### src/rtl/mem_port_arbiter.sv
// Two-port (instruction fetch / data) arbiter in front of a single-port memory with fixed read latency.
// Define ARB_RR_EN for round-robin tie-breaking; otherwise the data port wins ties.
module mem_port_arbiter #(
    parameter int AW      = 16,
    parameter int DW      = 16,
    parameter int MEM_LAT = 1
) (
    input  logic          Clk,
    input  logic          Reset,
    input  logic          if_req,
    input  logic [AW-1:0] if_addr,
    output logic          if_ack,
    output logic [DW-1:0] if_rdata,
    input  logic          dm_req,
    input  logic          dm_we,
    input  logic [AW-1:0] dm_addr,
    input  logic [DW-1:0] dm_wdata,
    output logic          dm_ack,
    output logic [DW-1:0] dm_rdata,
    output logic          mem_en,
    output logic          mem_we,
    output logic [AW-1:0] mem_addr,
    output logic [DW-1:0] mem_wdata,
    input  logic [DW-1:0] mem_rdata,
    output logic          busy,
    output logic [1:0]    grant,
    output logic [1:0]    state_dbg
);

    // Handshake: a port holds req (and its addr/we/wdata) until it sees a one-cycle ack.
    // The request is sampled only in IDLE; everything after that runs from latched copies.

    typedef enum logic [1:0] {IDLE, ISSUE, WAIT, DONE} state_t;

    localparam logic [2:0] LAT = 3'(MEM_LAT);

    state_t      state;
    state_t      state_nxt;
    logic [2:0]  cnt;
    logic [1:0]  grant_r;
    logic        we_r;
    logic        pick_dm;
    logic        any_req;

    assign any_req = if_req || dm_req;

`ifdef ARB_RR_EN
    logic last_dm;

    // On a tie the port that was not granted last wins; a lone requester always wins.
    assign pick_dm = dm_req && (!if_req || !last_dm);

    always_ff @(posedge Clk) begin
        if (!Reset) begin
            last_dm <= 1'b1;
        end else if (state == IDLE && any_req) begin
            last_dm <= pick_dm;
        end
    end
`else
    assign pick_dm = dm_req;
`endif

    always_ff @(posedge Clk) begin
        if (!Reset) begin
            state     <= IDLE;
            grant_r   <= 2'b00;
            we_r      <= 1'b0;
            mem_addr  <= '0;
            mem_wdata <= '0;
            cnt       <= '0;
            if_rdata  <= '0;
            dm_rdata  <= '0;
        end else begin
            state <= state_nxt;
            case (state)
                IDLE: begin
                    if (any_req) begin
                        grant_r  <= pick_dm ? 2'b10 : 2'b01;
                        we_r     <= pick_dm && dm_we;
                        mem_addr <= pick_dm ? dm_addr : if_addr;
                        if (pick_dm) begin
                            mem_wdata <= dm_wdata;
                        end
                    end
                end
                ISSUE: begin
                    if (!we_r) begin
                        cnt <= LAT;
                    end
                end
                WAIT: begin
                    cnt <= cnt - 3'd1;
                    // Counter at 1 marks the cycle the memory presents read data.
                    if (cnt == 3'd1) begin
                        if (grant_r[1]) begin
                            dm_rdata <= mem_rdata;
                        end else begin
                            if_rdata <= mem_rdata;
                        end
                    end
                end
                DONE: begin
                    grant_r <= 2'b00;
                end
                default: begin
                    grant_r <= 2'b00;
                end
            endcase
        end
    end

    always_comb begin
        state_nxt = state;
        case (state)
            IDLE:    if (any_req) state_nxt = ISSUE;
            ISSUE:   state_nxt = we_r ? DONE : WAIT;
            WAIT:    if (cnt == 3'd1) state_nxt = DONE;
            DONE:    state_nxt = IDLE;
            default: state_nxt = IDLE;
        endcase
    end

    always_comb begin
        mem_en = 1'b0;
        mem_we = 1'b0;
        if_ack = 1'b0;
        dm_ack = 1'b0;
        busy   = (state != IDLE);
        if (state == ISSUE) begin
            mem_en = 1'b1;
            mem_we = we_r;
        end
        if (state == DONE) begin
            if_ack = grant_r[0];
            dm_ack = grant_r[1];
        end
    end

    assign grant     = grant_r;
    assign state_dbg = state;

endmodule

### config.mk
export PLATFORM = sky130hd
export DESIGN_NAME = mem_port_arbiter
export DESIGN_NICKNAME = d
export VERILOG_FILES = /design/src/rtl/mem_port_arbiter.sv
export SDC_FILE = /design/constraint.sdc
export NUM_CORES = 1
export LEC_CHECK = 0
export CAP_MARGIN = 5
export CORE_AREA = 2 2 86 88
export CTS_BUF_LIST = sky130_fd_sc_hd__clkbuf_16
export DETAILED_ROUTE_END_ITERATION = 7
export DIE_AREA = 0 0 88 90
export PLACE_DENSITY = 0.82
export SKIP_CTS_REPAIR_TIMING = 1
export SLEW_MARGIN = 20
export SYNTH_ARGS = -nofsm -noshare
export SYNTH_HDL_FRONTEND = slang
export SYNTH_SLANG_ARGS = --single-unit
### constraint.sdc
create_clock -name Clk -period 3.4 [get_ports Clk]
set_input_delay 0.68 -clock Clk [delete_from_list [all_inputs] [get_ports Clk]]
set_output_delay 0.68 -clock Clk [all_outputs]
set_load 0.01 [all_outputs]
==> results.json <==
{
  "layout.cells.non_filler": 561,
  "via_count": 2738,
  "ant_nets": 0,
  "synth_cell_types": 34,
  "drive_above_1_share_pct": 5.41,
  "routed_wl_microns": 7470,
  "grt_use_met2_pct": 32.7,
  "dieArea_sq_um": 7920,
  "die_h_microns": 90,
  "grt_overflow": 0,
  "fin_crit_sh_pct": 72.6,
  "first_pass_iters": 4,
  "max-vdd-ir-drop_v": 0.000543,
  "ioPinCount": 142,
  "grt_pass1_vias": 2635,
  "yosysWarnings": 0,
  "final.setup.tns_ns": 0,
  "initial_utilization_pct": 41.5,
  "ys_seq_area_share_pct": 49.5,
  "cts_sinks": 72,
  "synth_nets": 400,
  "grt_pass1_wl_microns": 12300,
  "layout_common_cells": "clkdlybuf4s50_1 (140), nand2_1 (72), dfxtp_1 (72)",
  "antenna_found_initial": 0,
  "grt.busiest_layer": "met2",
  "htreeDepth": 3,
  "critPathLaunchType": "register",
  "netlist_instances": 325,
  "place.gp.congestion": 0.770,
  "path_clk_slew_ns": 0.06,
  "period_minus_slack_ns": 2.47,
  "grt_use_total_pct": 19.4,
  "rsz0062_at_grt": "no",
  "globalRouteMet1Util_pct": 22.6,
  "root_buffer": "clkbuf_16",
  "syn_to_final_growth_pct": 60.3,
  "crit_path_max_fanout": 8,
  "holdWs_ns": 0.460,
  "slew_violations": 0,
  "chipWidth_microns": 88,
  "worstRegToRegCells": 5,
  "rows": 31,
  "drc": 0,
  "wl_per_cell_microns": 13.3,
  "hold_depth": 2,
  "num_antenna_cells": 0,
  "grtUsageMet3_pct": 7.25,
  "finalHoldViolations": 0,
  "nets": 532,
  "end_kind": "output pin",
  "hp-class": "reg2reg",
  "arrival_ns": 1.79,
  "tritoncts": "yes",
  "yosysTopAreaCell": "dfxtp_1",
  "power.leakage_nw": 1.91,
  "routed_via_density": 4.88,
  "cp.required_ns": 2.72,
  "async_flop_share_pct": 0,
  "core_sq_um": 7020,
  "maxCapViolCount": 0,
  "ys.flop_type": "dfxtp_1",
  "drtIter0Drc": 128,
  "ys_ff_latch": 72,
  "worst-slew-pin-transition_ns": 0.679,
  "fillerInstances": 564,
  "slew_headroom_pct": 54.7,
  "timing.fmax_mhz": 405,
  "yosys.area.top_type_share_pct": 49.5,
  "cts_buffers": 9,
  "dp_hpwl_microns": 5360,
  "synth_area_sq_um": 2910,
  "syn_area_per_cell_sq_um": 8.96,
  "crit_type": "reg2out",
  "clock_path_buffers": 2,
  "port_buffers": 141,
  "grt_max_degree": 68,
  "post-place-cells": 544,
  "synth_area_leaders": "dfxtp_1 (50%), nand2_1 (9.3%), mux2i_1 (5.8%)",
  "mostFrequentLayoutCell": "clkdlybuf4s50_1",
  "synth_edf_count": 0,
  "setup_viol": 0,
  "clk_latency_ns": 0.33,
  "status": "finished clean",
  "p_per_area_nw_per_um2": 623,
  "clock_skew_ns": 0.00679
}
-- final cells by class --
class	count	area, sq um	share of cell area [%]
Multi-Input combinational cell	222	1340	28.6
Inverter	6	22.5	0.482
Tap cell	99	124	2.65
Clock buffer	9	225	4.82
Timing Repair Buffer	146	1450	31.1
Sequential cell	72	1440	30.9
Clock inverter	7	70.1	1.50
-- registers in the layout, summed over array words and instances (netlist names) --
name / cells
mem_addr: 16
if_rdata: 16
mem_wdata: 16
state_dbg: 2
cnt: 3
dm_rdata: 16
we_r: 1
grant: 2
-- stage by stage --
stage	setup WS (ns)	util [%]	instance area, sq um	power (mW)
floorplan	1.75	-	2910	1.56
global placement	1.15	62.0	4350	1.98
CTS	0.921	66.2	4650	2.94
global route	0.809	66.5	4670	3.08
finish	0.931	66.5	4670	2.91
detailed placement	1.07	62.0	4350	2.01
-- power by group --
part	switching [mW]	total, mW	internal [mW]	leakage (nW)
Sequential	0.0936	1.09	0.996	0.588
Combinational	0.415	0.900	0.485	1.18
Clock	0.352	0.919	0.567	0.146
Total	0.861	2.91	2.05	1.91
-- final timing paths --
kind,slack (ns),start,end
worst max register to register,1.44,state_dbg[0],if_rdata[9]
worst max-delay path,0.93,state_dbg[0],busy
worst min register to register,0.46,if_rdata[0],if_rdata[0]
worst min-delay path,0.46,if_rdata[0],if_rdata[0]
-- cells in the mapped netlist (all sizes together), types with 2 or more instances --
library cell,number
mux2i,17
a21boi,19
dfxtp,72
inv,6
nor2,3
nand2b,2
clkbuf,8
o211a,17
o21ai,34
nand2,72
ha,6
o31ai,2
and2,3
nor2b,2
buf,17
nand3,33
-- layer usage --
metal / routed length (microns) / up-vias
met1: 3130 / 1271
met5: 0 / -
met4: 103 / 0
li1: - / 1381
met3: 452 / 9
met2: 3790 / 77
-- worst max-delay path, cell delays in order, from the launching register on --
cell and delay (ns):
dfxtp_1 0.39, inv_1 0.11, ha_1 0.31, inv_2 0.10, clkdlybuf4s50_1 0.55
-- kinds of logic (layout without fill, tap and decap cells) --
group                    Yosys count  in the layout  share of synthesized area, %
buffers and inverters             31            168                          4.81
adder cells (fa/ha/maj)            6              6                          2.58
AO/OA/AOI/OAI                     79             79                          18.8
AND/OR/NAND/NOR                  120            120                          18.4
flip-flops                        72             72                          49.5
multiplexers                      17             17                          5.84
(Power assumes the default switching activity.)
